`config.mk`:
```
export PLATFORM = sky130hd
export DESIGN_NAME = alu_regfile_flat
export DESIGN_NICKNAME = d
export VERILOG_FILES = /design/src/rtl/alu_regfile_if.sv /design/src/rtl/alu_regfile.sv /design/src/flat_wrapper.sv
export SDC_FILE = /design/constraint.sdc
export NUM_CORES = 1
export LEC_CHECK = 0
export ABC_AREA = 1
export CAP_MARGIN = 20
export CORE_ASPECT_RATIO = 1.75
export CORE_MARGIN = 2
export CORE_UTILIZATION = 29
export CTS_CLUSTER_SIZE = 40
export DETAILED_ROUTE_END_ITERATION = 6
export HOLD_SLACK_MARGIN = 0.05
export SYNTH_ARGS = -nofsm -noshare
export SYNTH_HDL_FRONTEND = slang
export SYNTH_SLANG_ARGS = --single-unit
```
`constraint.sdc`:
```
create_clock -name clk -period 0.9 [get_ports clk]
set_input_delay 0.09 -clock clk [delete_from_list [all_inputs] [get_ports clk]]
set_output_delay 0.09 -clock clk [all_outputs]
set_load 0.1 [all_outputs]
```
`src/rtl/alu_regfile_if.sv`:
```
// Register-file bus: write port, two read ports and the ALU flag capture.
// master drives requests (datapath control); slave is the register file.
interface alu_regfile_if #(
  parameter int N = 4,
  parameter int M = 3
);
  logic [N-1:0] WD;
  logic [M-1:0] WAddr;
  logic         Write;
  logic [M-1:0] RA;
  logic         ReadA;
  logic [M-1:0] RB;
  logic         ReadB;
  logic [2:0]   ONZ_in;
  logic         Flag_en;
  logic [N-1:0] QA;
  logic [N-1:0] QB;
  logic [2:0]   ONZ_q;

  modport master (
    output WD, WAddr, Write, RA, ReadA, RB, ReadB, ONZ_in, Flag_en,
    input  QA, QB, ONZ_q
  );

  modport slave (
    input  WD, WAddr, Write, RA, ReadA, RB, ReadB, ONZ_in, Flag_en,
    output QA, QB, ONZ_q
  );
endinterface

```
`src/rtl/alu_regfile.sv`:
```
// 2^M x N register file with registered dual read ports, write-first bypass,
// and an ONZ status register, feeding and capturing from the ALU.
module alu_regfile #(
  parameter int N = 4,
  parameter int M = 3
) (
  input logic          clk,
  input logic          rst,
  alu_regfile_if.slave bus
);

  localparam int unsigned DEPTH = 1 << M;

  logic [N-1:0] rf [DEPTH];
  logic [N-1:0] rd_a;
  logic [N-1:0] rd_b;

  // Write-first: a same-cycle write to the read address returns the new data.
  always_comb begin
    rd_a = rf[bus.RA];
    rd_b = rf[bus.RB];
    if (bus.Write && (bus.WAddr == bus.RA)) rd_a = bus.WD;
    if (bus.Write && (bus.WAddr == bus.RB)) rd_b = bus.WD;
  end

  always_ff @(posedge clk) begin
    if (rst) begin
      rf        <= '{default: '0};
      bus.QA    <= '0;
      bus.QB    <= '0;
      bus.ONZ_q <= '0;
    end else begin
      if (bus.Write) rf[bus.WAddr] <= bus.WD;
      // A disabled read port returns zero rather than holding its last value.
      bus.QA <= bus.ReadA ? rd_a : '0;
      bus.QB <= bus.ReadB ? rd_b : '0;
      if (bus.Flag_en) bus.ONZ_q <= bus.ONZ_in;
    end
  end

endmodule

```
`src/flat_wrapper.sv`:
```
// flat-port wrapper written by rule: the top's interface ports become plain ports
module alu_regfile_flat 
#(
  parameter int N = 4,
  parameter int M = 3
)
  (clk, rst, bus_WD, bus_WAddr, bus_Write, bus_RA, bus_ReadA, bus_RB, bus_ReadB, bus_ONZ_in, bus_Flag_en, bus_QA, bus_QB, bus_ONZ_q);
  alu_regfile_if #(.N(N), .M(M)) bus_i ();
  input logic clk;
  input logic rst;
  input wire logic [$bits(bus_i.WD)-1:0] bus_WD;
  input wire logic [$bits(bus_i.WAddr)-1:0] bus_WAddr;
  input wire logic [$bits(bus_i.Write)-1:0] bus_Write;
  input wire logic [$bits(bus_i.RA)-1:0] bus_RA;
  input wire logic [$bits(bus_i.ReadA)-1:0] bus_ReadA;
  input wire logic [$bits(bus_i.RB)-1:0] bus_RB;
  input wire logic [$bits(bus_i.ReadB)-1:0] bus_ReadB;
  input wire logic [$bits(bus_i.ONZ_in)-1:0] bus_ONZ_in;
  input wire logic [$bits(bus_i.Flag_en)-1:0] bus_Flag_en;
  output wire logic [$bits(bus_i.QA)-1:0] bus_QA;
  output wire logic [$bits(bus_i.QB)-1:0] bus_QB;
  output wire logic [$bits(bus_i.ONZ_q)-1:0] bus_ONZ_q;
  assign bus_i.WD = bus_WD;
  assign bus_i.WAddr = bus_WAddr;
  assign bus_i.Write = bus_Write;
  assign bus_i.RA = bus_RA;
  assign bus_i.ReadA = bus_ReadA;
  assign bus_i.RB = bus_RB;
  assign bus_i.ReadB = bus_ReadB;
  assign bus_i.ONZ_in = bus_ONZ_in;
  assign bus_i.Flag_en = bus_Flag_en;
  assign bus_QA = bus_i.QA;
  assign bus_QB = bus_i.QB;
  assign bus_ONZ_q = bus_i.ONZ_q;
  alu_regfile #(.N(N), .M(M)) u_core (.clk(clk), .rst(rst), .bus(bus_i));
endmodule
```
Word level (Yosys, flattened, before mapping)
Cells that the tools add are included.
Widths: inputs -> output; s select.
{"block": "totals", "elab_cells": 38, "input_bits": 22, "ff_bits": 43, "output_inout_bits": 11}
{"block": "op_classes", "mux": 11, "n_reduce_logical": 5, "eq_ne": 2, "n_lt_le_gt_ge": 4, "bitwise_logic": 5}
{"op": "$bwmux 32", "n": 1}
{"op": "$mux 4", "n": 7}
{"op": "$bmux 4 s3", "n": 2}
{"op": "$demux 4 s3", "n": 1}
{"op": "$ge 4x4->1 const B", "n": 3}
{"op": "$not 3->4", "n": 3}
{"op": "$eq 3x3->1", "n": 2}
{"op": "$lt 4x1->1 const B", "n": 1}
{"op": "$reduce_or 2->1", "n": 2}
{"op": "$logic_and 1x1->1", "n": 3}
{"op": "$not 1->1", "n": 2}

Depth between registers and ports, before layout
Gate-level depths: netlist (run 1).
{"block": "logic_depth", "ltp_word": 6, "depth_mapped": 9, "depth_no_buf": 8}

Worst setup path before layout (run 1)
OpenSTA, ideal clock, no wires.
{"block": "synth_path", "kind": "register -> register", "start": "register, netlist name u_core.bus.ONZ_q[0]", "end": "register u_core.bus.ONZ_q[0]", "arrival_time_ps": 1163, "path_buffers": 0, "path_slack_ps": -333, "required_ps": 829, "path_stages_with_launch": 3, "setup_time_ps": 71, "path_cell_list": "dfxtp_1 nand2_1 a21oi_1"}
{"element": "end signal, assigned", "line_no": "alu_regfile.sv:37", "text": "if (bus.Flag_en) bus.ONZ_q <= bus.ONZ_in;"}
{"element": "end, declared", "line_no": "alu_regfile_if.sv:27", "text": "output QA, QB, ONZ_q"}

Worst setup path in the final report (run 1)
{"block": "layout_path", "start": "register u_core.rf[23] in the netlist's numbering", "end": "register u_core.bus.QA[3]"}
{"block": "layout_via", "elab_chain_len": 4}
{"element": "start, declared", "line_no": "alu_regfile.sv:14", "text": "logic [N-1:0] rf [DEPTH];"}
{"element": "start signal, assigned by index", "line_no": "alu_regfile.sv:33", "text": "if (bus.Write) rf[bus.WAddr] <= bus.WD;"}
{"element": "$bmux 4 s3", "line_no": "alu_regfile.sv:20", "text": "rd_a = rf[bus.RA];"}
{"element": "$mux 4 (not written as such) (2 in series)", "line_no": "alu_regfile.sv:20"}
{"element": "$mux 4", "line_no": "alu_regfile.sv:22", "text": "if (bus.Write && (bus.WAddr == bus.RA)) rd_a = bus.WD;"}
{"element": "end signal, assigned", "line_no": "alu_regfile.sv:35", "text": "bus.QA <= bus.ReadA ? rd_a : '0;"}
{"element": "end, declared", "line_no": "alu_regfile_if.sv:27"}
Every way passes these cells. The select of a mux whose other input is x is not followed.
A chain may end at the register's enable or synchronous reset.

==> flow_summary_export.csv, run 1 <==
group,metric,value,unit
synthesis,synth_nets,366,
outcome,status,"finished, violations left",
routing,drtPass1Iterations,5,
floorplan,die_h,122,microns
hold_path,worstHoldEndpoint,"u_core.rf[27]",
global_routing,grt_overflow,0,
floorplan,start_util,29.4,%
setup_path,worstRegToRegCells,6,
setup_path,endpoint_kind,"flop",
setup_path,worstPathCellList,"nand2_2, nand3_2, nand2_2, nor2_2, nor2_1, nor2_2",
power_and_ir_drop,power.share.clock,39.5,%
synthesis,synth_area,0.00231,sq mm
final_layout,multi_input_comb_area,0.00162,sq mm
synthesis,synth-seq-area-share,37.2,%
routing,drtIter0Drc,135,
clocking,cts_htree_levels,2,
clocking,cts_tree,"built",
hold_path,hold_depth,5,
sta,worst_slack,-0.0193,ns
power_and_ir_drop,ir_drop,1020,uV
synthesis,ys_types,18,
setup_path,cp_num_buf_inv,0,
sta,max_slew_margin,82.7,%
floorplan,die_w,71.5,microns
flow_run,cap_violations,0,
final_layout,register_area,911,sq um
final_layout,diodes,0,
setup_path,r2r-start,"u_core.rf[23]",
routing,routed-via-count,2506,
synthesis,synthCells,344,
synthesis,avgSynthCellArea,6.72,sq um
global_routing,grt_start_max_net_pins,28,
clocking,cts_made_buffers,5,
power_and_ir_drop,leakagePower,0.00143,uW
floorplan,dieArea,0.00873,sq mm
sta,tightest_slew,0.259,ns
global_routing,grt_pass1_wl,12200,microns
setup_path,slowest_stage,"dfxtp_2",
placement,dp_hpwl,5990,microns
clocking,clockBufferDepth,2,
global_routing,antenna_found_initial,0,
floorplan,design.core.area,0.00786,sq mm
hold_path,min_from,"bus_WAddr[0]",
power_and_ir_drop,p_per_area,1490,mW/mm^2
power_and_ir_drop,p_switching,1560,uW
sta,max_freq,1.09,GHz
hold_path,hp-class,"input port to flop",
power_and_ir_drop,power_frac_seq,38.0,%
final_layout,nFillCells,773,
power_and_ir_drop,p_int,3840,uW
clocking,cts_root_buf,"clkbuf_16",
setup_path,cp_max_fo,3,
setup_path,crit_type,"flop to flop",
placement,place_congestion,0.996,
floorplan,io_pins,33,
sta,drv_slew,0,
clocking,cts_sinks,43,
clocking,clk-insertion-delay-late,0.29,ns
clocking,cts-hold-fix-buffers,0,
setup_path,cpPeakStageDelay,0.37,ns
sta,post-route-period-util,102,%
sta,final-hold-violation-count,0,
setup_path,r2r-end,"u_core.bus.QA[3]",
setup_path,cp.depth,6,
setup_path,start_kind,"flop",
sta,skew,0.00663,ns
routing,antenna_left,0,
sta,setup_tns,-0.0360,ns
final_layout,nets,429,
sta,period_needed,0.919,ns
placement,io_buffers,32,
final_layout,drive_above_1_share,48.0,%
clocking,clkTransAtPathRegs,0.06,ns
setup_path,cp.required,1.13,ns
floorplan,rows,43,
sta,setup_viol,5,
final_layout,final_util,46.1,%
global_routing,grt_pass1_vias,2450,
synthesis,synth-seq-cells,43,
outcome,violations,"setup timing",
power_and_ir_drop,finalPower,5400,uW
power_and_ir_drop,combPwrFrac,22.5,%
power_and_ir_drop,switching_share,28.9,%
routing,post-route-drc-count,0,
sta,rsz0062_at_grt,"yes",
routing,finalWirelength,7640,microns
setup_path,critPathTopFamily,"simple AND/OR/NAND/NOR gates",
setup_path,reg2reg_slack,-0.02,ns
routing,post_drt_wl_per_cell,15.3,microns
routing,vias_per_cell,5.03,
global_routing,grt.total_usage,18.5,%
setup_path,critical_path_arrival,1.15,ns
final_layout,syn_to_final_growth,56.7,%
synthesis,yosysWarningCount,0,
## Yosys cell counts
cell type	number	share of area, %
dfxtp_1	43	37
nand2_4	2	0.97
nand2_2	3	0.81
a21oi_1	11	2.4
inv_2	8	1.3
a211oi_1	32	10
clkbuf_1	3	0.49
nor2_2	7	1.9
inv_1	4	0.65
buf_1	1	0.16
buf_6	1	0.49
nand2_1	113	18
buf_2	2	0.43
clkinv_1	4	0.65
buf_4	5	1.6
nor2_4	9	4.4
nand3_1	40	8.7
nor2_1	56	9.1
## power groups by stage
| stage | registers, uW | clock network (uW) | logic, uW |
|---|---|---|---|
| finish | 2060 | 2130 | 1220 |
| detailed placement | 2090 | 0 | 1080 |
| floorplan | 2230 | 0 | 459 |
| global placement | 2090 | 0 | 1070 |
| global route | 2060 | 2230 | 1300 |
| CTS | 2050 | 2170 | 1120 |
## worst register-to-register path, cell delays in order (launching register included)
cell and delay, ns:
dfxtp_2 0.37, nand2_2 0.06, nand3_2 0.08, nand2_2 0.05, nor2_2 0.13, nor2_1 0.06, nor2_2 0.10
## cell usage in the layout (no fill, tap or decap), drive strengths merged
cell type and instances:
bufinv 1, clkinv 5, nand2 118, clkbuf 7, dlygate4sd2 4, nand3 40
nor2 72, dfxtp 43, inv 12, clkdlybuf4s50 11, a21oi 11, a211oi 32
buf 49, clkdlybuf4s15 3
## what timing repair did
item                                    in CTS  in global routing
resized for setup                           55                 72
setup buffers                                2                  6
endpoints found under the setup margin      45                 33
pin swaps                                   13                 20
## worst max path at each step
stage                             start                  end
floorplan           u_core.bus.ONZ_q[0]  u_core.bus.ONZ_q[0]
global placement              bus_RB[0]     u_core.bus.QB[2]
detailed placement            bus_RB[0]     u_core.bus.QB[2]
CTS                 u_core.bus.ONZ_q[1]         bus_ONZ_q[1]
global route              u_core.rf[23]     u_core.bus.QA[3]
finish                    u_core.rf[23]     u_core.bus.QA[3]
## per-stage QoR
| step | worst slack, ns | std cells | hold WS [ns] | cell area [sq um] |
|---|---|---|---|---|
| floorplan | -0.0232 | 344 | 0.220 | 2330 |
| global route | -0.0677 | 498 | 0.326 | 3620 |
| detailed placement | -0.650 | 482 | 0.477 | 3060 |
| global placement | -0.645 | 482 | 0.470 | 3060 |
| CTS | -0.0120 | 492 | 0.356 | 3350 |
| finish | -0.0193 | 498 | 0.307 | 3620 |
## cell families (layout without fill, tap and decap cells)
logic type / Yosys count / after routing / synth area share (%)
compound gates: 43 / 43 / 12.8
simple gates: 230 / 230 / 44.2
buf+inv: 28 / 92 / 5.79
flops: 43 / 43 / 37.2
## sequential cells by signal, indices dropped and copies added, names as in the netlist
signal / flops
u_core.bus.QA: 4
u_core.rf: 32
u_core.bus.QB: 4
u_core.bus.ONZ_q: 3
## area by class of cell
type / instances / area share (%)
clock inverter: 2 / 0.968
multi-input combinational: 273 / 44.9
inverter: 16 / 1.73
timing repair buffer: 68 / 20.4
clock buffer: 6 / 3.84
sequential: 43 / 25.2
tap: 90 / 3.11
## per-layer routing
layer	track usage, %	wire length [microns]	part of all wire (%)
met1	17.9	2570	34
met5	0	0	0
met3	3.06	229	3.0
met2	35.7	4410	58
met4	10.5	436	5.7
No activity file was read; power rests on OpenSTA's default activity.
==> inputs of run 2 (changes only) <==
Settings changed: SLEW_MARGIN set to 20.
==> results of run 2 <==
Same layout as run 1: the final DEF is identical, and so are final timing and power.
==> inputs of run 3 (changes only) <==
Settings changed: SLEW_MARGIN 20 to 5.
==> results of run 3 <==
Same layout as run 1: the final DEF is identical, and so are final timing and power.
